===== src/rtl/mcu_key_ctrl.sv =====
// -----------------------------------------------------------------------------
// mcu_key_ctrl
//   Key front-end for a small game controller. Raw keys are synchronized and
//   debounced. A three-state game FSM (IDLE / RUN / PAUSE) is driven by the
//   start key. One-cycle move pulses are produced from the direction keys,
//   with frame-tick based auto-repeat while a key is held in RUN.
//
// Ports
//   CLK           system clock (same domain as the AHB bus clock)
//   RST           synchronous active-high reset
//   u_btn[1:0]    raw direction keys, [0] left, [1] right, 1 = pressed
//   u_str         raw start/pause key, 1 = pressed
//   u_sw[1:0]     switch levels, [0] selects fast repeat, [1] ignored
//   frame_tick    one-cycle pulse per video frame
//   mv_left       one-cycle move-left pulse
//   mv_right      one-cycle move-right pulse
//   game_run      level, 1 while the FSM is in RUN
//   game_restart  one-cycle pulse on PAUSE -> IDLE restart
//   key_state     current FSM state encoding
// -----------------------------------------------------------------------------
module mcu_key_ctrl #(
  parameter int DEB_CYCLES = 4,
  parameter int REP_DELAY  = 8,
  parameter int REP_RATE   = 4
) (
  input  logic       CLK,
  input  logic       RST,
  input  logic [1:0] u_btn,
  input  logic       u_str,
  input  logic [1:0] u_sw,
  input  logic       frame_tick,
  output logic       mv_left,
  output logic       mv_right,
  output logic       game_run,
  output logic       game_restart,
  output logic [1:0] key_state
);

  typedef enum logic [1:0] {
    IDLE  = 2'b00,
    RUN   = 2'b01,
    PAUSE = 2'b10
  } state_t;

  localparam logic [7:0] DEB_LAST  = 8'(DEB_CYCLES - 1);
  localparam logic [7:0] DELAY_T   = 8'(REP_DELAY);
  localparam logic [7:0] RATE_SLOW = 8'(REP_RATE);
  localparam logic [7:0] RATE_FAST = 8'(REP_RATE / 2);

  // Key vector: [0] left, [1] right, [2] start.
  logic [2:0] raw;
  logic [2:0] sync1;
  logic [2:0] sync2;
  logic [2:0] deb;
  logic [2:0] deb_prev;
  logic [2:0] press;
  logic [7:0] deb_cnt [3];

  logic       both;
  state_t     state;
  state_t     state_nxt;
  logic       restart_nxt;
  logic       run_nxt;

  logic [7:0] rep_cnt  [2];
  logic [7:0] rep_rate [2];
  logic [7:0] tgt      [2];
  logic [1:0] rep_phase;
  logic [1:0] held;
  logic [1:0] fire;
  logic       mv_l_nxt;
  logic       mv_r_nxt;

  logic       unused_sw;

  assign raw       = {u_str, u_btn};
  // deb_prev lags deb by one cycle, so an edge is seen in the cycle after
  // the debounced flip; clearing deb_prev on reset makes a key held through
  // reset look like a fresh press.
  assign press     = deb & ~deb_prev;
  assign both      = deb[0] & deb[1];
  assign run_nxt   = (state_nxt == RUN);
  assign key_state = state;
  assign unused_sw = u_sw[1];

  // Two-flop synchronizers plus per-key debounce counters.
  always_ff @(posedge CLK) begin
    if (RST) begin
      sync1    <= 3'b000;
      sync2    <= 3'b000;
      deb      <= 3'b000;
      deb_prev <= 3'b000;
      for (int k = 0; k < 3; k++) begin
        deb_cnt[k] <= 8'd0;
      end
    end else begin
      sync1    <= raw;
      sync2    <= sync1;
      deb_prev <= deb;
      for (int k = 0; k < 3; k++) begin
        if (sync2[k] != deb[k]) begin
          // The flip happens on the cycle the count would reach DEB_CYCLES.
          if (deb_cnt[k] >= DEB_LAST) begin
            deb[k]     <= sync2[k];
            deb_cnt[k] <= 8'd0;
          end else begin
            deb_cnt[k] <= deb_cnt[k] + 8'd1;
          end
        end else begin
          deb_cnt[k] <= 8'd0;
        end
      end
    end
  end

  // Game FSM next-state logic; restart only from PAUSE with both keys down.
  always_comb begin
    state_nxt   = state;
    restart_nxt = 1'b0;
    case (state)
      IDLE: begin
        if (press[2]) begin
          state_nxt = RUN;
        end else begin
          state_nxt = IDLE;
        end
      end
      RUN: begin
        if (press[2]) begin
          state_nxt = PAUSE;
        end else begin
          state_nxt = RUN;
        end
      end
      PAUSE: begin
        if (press[2] && both) begin
          state_nxt   = IDLE;
          restart_nxt = 1'b1;
        end else if (press[2]) begin
          state_nxt = RUN;
        end else begin
          state_nxt = PAUSE;
        end
      end
      default: begin
        state_nxt = IDLE;
      end
    endcase
  end

  // Game FSM state register.
  always_ff @(posedge CLK) begin
    if (RST) begin
      state <= IDLE;
    end else begin
      state <= state_nxt;
    end
  end

  // Repeat qualification: a key counts only while held alone and the game
  // will be running; a press event restarts the count, swallowing any tick.
  always_comb begin
    held = 2'b00;
    fire = 2'b00;
    for (int d = 0; d < 2; d++) begin
      tgt[d]  = rep_phase[d] ? rep_rate[d] : DELAY_T;
      held[d] = deb[d] & ~both & run_nxt;
      if (held[d] && !press[d] && frame_tick && (rep_cnt[d] == (tgt[d] - 8'd1))) begin
        fire[d] = 1'b1;
      end else begin
        fire[d] = 1'b0;
      end
    end
  end

  // Repeat tick counters; the repeat interval is latched at every pulse.
  always_ff @(posedge CLK) begin
    if (RST) begin
      rep_phase <= 2'b00;
      for (int d = 0; d < 2; d++) begin
        rep_cnt[d]  <= 8'd0;
        rep_rate[d] <= 8'd0;
      end
    end else begin
      for (int d = 0; d < 2; d++) begin
        if (!held[d] || press[d]) begin
          rep_cnt[d]   <= 8'd0;
          rep_phase[d] <= 1'b0;
        end else if (fire[d]) begin
          rep_cnt[d]   <= 8'd0;
          rep_phase[d] <= 1'b1;
          rep_rate[d]  <= u_sw[0] ? RATE_FAST : RATE_SLOW;
        end else if (frame_tick && (rep_cnt[d] != 8'hFF)) begin
          rep_cnt[d] <= rep_cnt[d] + 8'd1;
        end
      end
    end
  end

  // Move pulse selection; left wins the (unreachable) tie as a hard guard.
  always_comb begin
    mv_l_nxt = run_nxt & ~both & (press[0] | fire[0]);
    mv_r_nxt = run_nxt & ~both & (press[1] | fire[1]) & ~mv_l_nxt;
  end

  // Registered outputs.
  always_ff @(posedge CLK) begin
    if (RST) begin
      mv_left      <= 1'b0;
      mv_right     <= 1'b0;
      game_run     <= 1'b0;
      game_restart <= 1'b0;
    end else begin
      mv_left      <= mv_l_nxt;
      mv_right     <= mv_r_nxt;
      game_run     <= run_nxt;
      game_restart <= restart_nxt;
    end
  end

endmodule

===== config.mk =====
export PLATFORM = sky130hd
export DESIGN_NAME = mcu_key_ctrl
export DESIGN_NICKNAME = d
export VERILOG_FILES = /design/src/rtl/mcu_key_ctrl.sv
export SDC_FILE = /design/constraint.sdc
export NUM_CORES = 1
export LEC_CHECK = 0
export ABC_CLOCK_PERIOD_IN_PS = 5100
export BUFFER_PORTS_ARGS = -buffer_cell sky130_fd_sc_hd__buf_4
export CORE_UTILIZATION = 50
export DETAILED_ROUTE_END_ITERATION = 10
export GPL_ROUTABILITY_DRIVEN = 0
export PLACE_DENSITY = 0.67
export SLEW_MARGIN = 20
export SYNTH_ARGS = -nofsm -noshare
export SYNTH_HDL_FRONTEND = slang
export SYNTH_SLANG_ARGS = --single-unit

===== constraint.sdc =====
create_clock -name CLK -period 5.1 [get_ports CLK]
set_input_delay 0 -clock CLK [delete_from_list [all_inputs] [get_ports CLK]]
set_output_delay 0 -clock CLK [all_outputs]
set_load 0.01 [all_outputs]

# Yosys cells after proc, flatten, opt, wreduce, memory -nomap -nowiden
# Memory sizes are Yosys's and may differ from the RTL's.
# Cells that the tools add are included.
# Widths: inputs -> output; s select.
dict set report totals {
  ff_bits 20
  latch_bits 0
  ram_bits 46
  rom_bits 0
  inputBits 8
  output_inout_bits 6
  word_cells 178
  memories 3
}
# name words width rd rd_clocked_by_memory_dff write_ports line
set memory_table {}
lappend memory_table {deb_cnt 3 8 3 0 3 57} ;# logic [7:0] deb_cnt [3];
lappend memory_table {rep_cnt 2 8 2 0 2 65} ;# logic [7:0] rep_cnt [2];
lappend memory_table {rep_rate 2 3 2 0 2 66} ;# logic [7:0] rep_rate [2];
dict set report classes {
  n_addsub 7
  multipliers 0
  div 0
  magnitude_cmp 3
  n_eq_ne 10
  shifts 0
  n_mux 87
  bitwise 33
  n_reduce_logical 22
}
# op count
set ops {}
lappend ops {{$mux 8} 17}
lappend ops {{$mux 1} 63}
lappend ops {{$add 8x1->8 const B} 5}
lappend ops {{$ge 8x2->1 const B} 3}
lappend ops {{$or 1x1->1} 19}
lappend ops {{$eq 8x8->1} 2}
lappend ops {{$ne 8x8->1 const B} 2}
lappend ops {{$sub 8x1->8 const B} 2}
lappend ops {{$and 1x1->1} 9}
lappend ops {{$logic_and 1x1->1} 9}
lappend ops {{$mux 3} 3}
lappend ops {{$mux 2} 3}
lappend ops {{$pmux 2 s3} 1}
lappend ops {{$reduce_and 2->1} 3}
lappend ops {{$reduce_or 2->1} 3}
lappend ops {{$eq 2x1->1 const B} 2}
lappend ops {{$logic_not 1->1} 4}
lappend ops {{$and 3x3->3} 1}
lappend ops {{$ne 1x1->1} 3}
lappend ops {{$not 1->1} 3}
lappend ops {{$not 3->3} 1}
lappend ops {{$eq 2x2->1 const B} 1}
lappend ops {{$logic_not 2->1} 1}
lappend ops {{$logic_or 1x1->1} 2}

# Logic depth before layout (Yosys ltp)
dict set report logic_depth {
  ltp_word 17
  mapped_depth 7
  ltp_nobuf 7
}

# Worst setup path after synthesis
# No wires, ideal clock.
dict set report synth_timing {
  path_type {flip-flop to flip-flop}
  from {reg rep_phase[0]}
  to {mem rep_cnt[0][0] (enable)}
  setup_ns 0.377
  t_arrival_ns 1.854
  required_time_ns 4.723
  slack_ns 2.869
  stages_incl_launch_ff 8
  cell_sequence {dfxtp_1 -> nand2_1 -> ha_1 -> ha_1 -> xor2_1 -> and3_1 -> nand3_1 -> o2111ai_1}
}
# item line
set synth_rtl {}
lappend synth_rtl {{start: declaration} 68} ;# logic [1:0] rep_phase;
lappend synth_rtl {{start signal: assignment} 179} ;# rep_phase <= 2'b00;
lappend synth_rtl {{start signal: indexed assignment} 188} ;# rep_phase[d] <= 1'b0;
lappend synth_rtl {{start signal: indexed assignment} 191} ;# rep_phase[d] <= 1'b1;
lappend synth_rtl {{end: declaration} 65}

==> out/results.ini <==
[sta]
finalHoldViolations=0
finalSetupViolations=0
maxSlewHeadroom_pct=45.92
totalNegativeSetupSlack_ps=0
clock.fmax_mhz=388.0
post-route-period-util_pct=50.53
finalWorstPathRequiredPeriod_ps=2577
setup_repair_after_global_routing_missed_its_margin=no
tightest_slew_ps=810.4
final_max_slew_viol_count=0
skew_ps=7.771

[global_routing]
grt-ovfl-total=0
initial_antenna_violation_count=0
first_global_vias=1850
use_met1_pct=22.47
grtUsageMet2_pct=27.59
maximum_number_of_pins_on_one_net_before_global_route_repair=25
grt_most_used_layer=met2
global_route_wire_length_before_repair_um=8190
global_route.usage.met3_pct=5.172
grtUsageTotal_pct=17.70

[cells_and_area]
fillers=492
layout-drive-gt1-share_pct=13.68
insertedDiodeCount=0
num-nets-final=319
area_used_by_multi_input_combinational_logic_sq_um=1358
utilization_pct=62.38
area.growth.synth_to_final_pct=17.97
area.sequential_sq_um=1722

[drt]
drt_iter0_drc=107
detail_route.first_pass.iterations=4
post_drt_via_cell_ratio=5.087
vias=1928
wl_per_cell_um=12.45
routed_wirelength_um=4718
drt.antenna.violating_nets=0
drt_drc_violations_left=0

[yosys]
synthesis.area_sq_um=2965
post_synth_inst_count=239
synthTopCellsByArea=sky130_fd_sc_hd__edfxtp_1, sky130_fd_sc_hd__dfxtp_1, sky130_fd_sc_hd__ha_1
yosys-top-cells-count=sky130_fd_sc_hd__edfxtp_1, sky130_fd_sc_hd__dfxtp_1, sky130_fd_sc_hd__nand2_1
post-synth-top-area-fraction_pct=44.56
most_repeated_cell_in_the_gate_level_netlist_after_synthesis=sky130_fd_sc_hd__edfxtp_1
async_flop_share_pct=0
synth.lib_cells_used.distinct=50
postSynthRegisterBits=64
number_of_enable_type_register_cells_in_the_synthesized_netlist=44
synth_area_per_cell_sq_um=12.41
yosysWarningCount=0
ys.flop_type=sky130_fd_sc_hd__edfxtp_1
synth_top_cell_by_area=sky130_fd_sc_hd__edfxtp_1
synth_sequential_area_ratio_pct=58.06

[clock_tree]
post_cts_resize_count=0
cts_sinks=64
cts_max_path_buffers=2
cts_buffers=9
cts.clk_slew.worst_paths_ps=70
cts.root.buffer_cell=sky130_fd_sc_hd__clkbuf_8
post-cts-setup-buffers=0
cts_max_level=3
clk-insertion-delay-late_ps=330
cts_tree=done

[die]
floorplan.die.height_um=79.01
design.die.area_sq_um=6243
rows=27
die-width_um=79.01
fp.coreArea_sq_um=5608
initial_utilization_pct=52.88
io_pins=14

[setup_path]
timing.critical_path.to_type=register
critical_path.reg2reg.startpoint=rep_phase[1]
critPathLaunch=rep_phase[1]
criticalPathCategory=reg2reg
req_time_crit_path_ps=5090
timing.critical_path.arrival_ps=2570
ff2ff_setup_slack_ps=2520
critical_path_peak_fanout=8
cp-start-kind=register

[min_path]
worstHoldPathType=in2reg
worst_hold_startpoint=RST

[power_and_ir_drop]
powerDensity_nw_per_um2=290.1
leakagePower_nw=1.296
peak_supply_drop_uv=234.4

[placed_design]
io_buffers=12
dp_hpwl_um=3422

[status]
status=completed

[run]
max-cap-violations=0

==> through the flow <==
stage | cell area, sq um | setup WS (ps) | power (W) | cells | hold slack (ps)
global placement | 3278 | 2576 | 0.0006207 | 359 | 210.3
detailed placement | 3278 | 2505 | 0.0006220 | 359 | 215.7
floorplan | 3115 | 2869 | 0.0006101 | 279 | 86.96
global route | 3498 | 2278 | 0.001053 | 379 | 45.14
finish | 3498 | 2523 | 0.001015 | 379 | 33.98
CTS | 3498 | 2500 | 0.001026 | 379 | 20.17
==> metal layers <==
metal	up-vias	part of all wire, %
met3	10	4.8
li1	994	-
met2	34	46
met4	0	2.1
met5	-	0
met1	890	47
==> area by class of cell <==
cell class / count / area share, %
Sequential cell: 64 / 49.21
Multi-Input combinational cell: 206 / 38.81
Clock inverter: 5 / 1.395
Clock buffer: 11 / 3.755
Tap cell: 72 / 2.575
Inverter: 5 / 0.5365
Timing Repair Buffer: 16 / 3.720
==> cells in the final DEF (no fill, tap or decap), drive strengths merged, types with 3 or more instances in the layout <==
cell type | synthesis | final
a21boi | 3 | 3
a21oi | 7 | 7
a32o | 3 | 3
and2 | 3 | 3
and3 | 4 | 4
and3b | 3 | 3
buf | 2 | 12
clkbuf | 2 | 11
clkinv | 0 | 4
conb | 2 | 42
dfxtp | 20 | 20
dlygate4sd3 | 0 | 4
edfxtp | 44 | 44
ha | 9 | 9
inv | 5 | 5
nand2 | 20 | 20
nand3 | 13 | 13
nand4 | 3 | 3
nor2 | 3 | 3
nor2b | 12 | 12
nor3 | 19 | 19
nor3b | 4 | 4
nor4 | 10 | 10
nor4b | 4 | 4
xnor2 | 9 | 9
xor2 | 9 | 9
==> worst paths after layout <==
kind / end / depth (start not counted)
setup / recovery: rep_cnt[1][6] / 7
hold / removal: sync1[0] / 2
setup reg to reg: rep_cnt[1][6] / 7
hold reg to reg: sync2[1] / 1
==> power breakdown <==
group          switching (W)  leakage, nW  internal (W)
registers         0.00000775        0.640      0.000572
logic              0.0000199        0.561     0.0000141
clock network       0.000180       0.0945      0.000222
==> logic make-up after synthesis <==
logic type | count (synthesis) | share of synthesized area [%]
DFF | 64 | 58.06
and+or+nand+nor | 108 | 22.62
buffers and inverters | 9 | 1.224
muxes | 2 | 0.6751
other | 2 | 0.2533
AOI/OAI and AO/OA | 27 | 8.060
xor gates and xnor gates | 18 | 5.317
adders and majority gates | 9 | 3.798
==> timing repair <==
action                                  4_1_cts  5_1_grt
hold endpoints to repair                      5        0
endpoints found under the setup margin        0        0
hold buffers                                  4        0
==> registers in the layout (all words and copies together) (netlist names) <==
register / flops
deb: 3
deb_cnt: 24
deb_prev: 3
game_restart: 1
game_run: 1
key_state: 2
mv_left: 1
mv_right: 1
rep_cnt: 16
rep_phase: 2
rep_rate: 4
sync1: 3
sync2: 3
==> critical path: stages (launching register included) <==
cell and delay (ps):
sky130_fd_sc_hd__dfxtp_1 440, sky130_fd_sc_hd__nand2_1 80, sky130_fd_sc_hd__ha_1 200, sky130_fd_sc_hd__ha_1 290
sky130_fd_sc_hd__xor2_1 200, sky130_fd_sc_hd__nand3_2 130, sky130_fd_sc_hd__nor4_2 530, sky130_fd_sc_hd__a211o_1 380
Note: power is estimated with default switching activity, not from simulation.
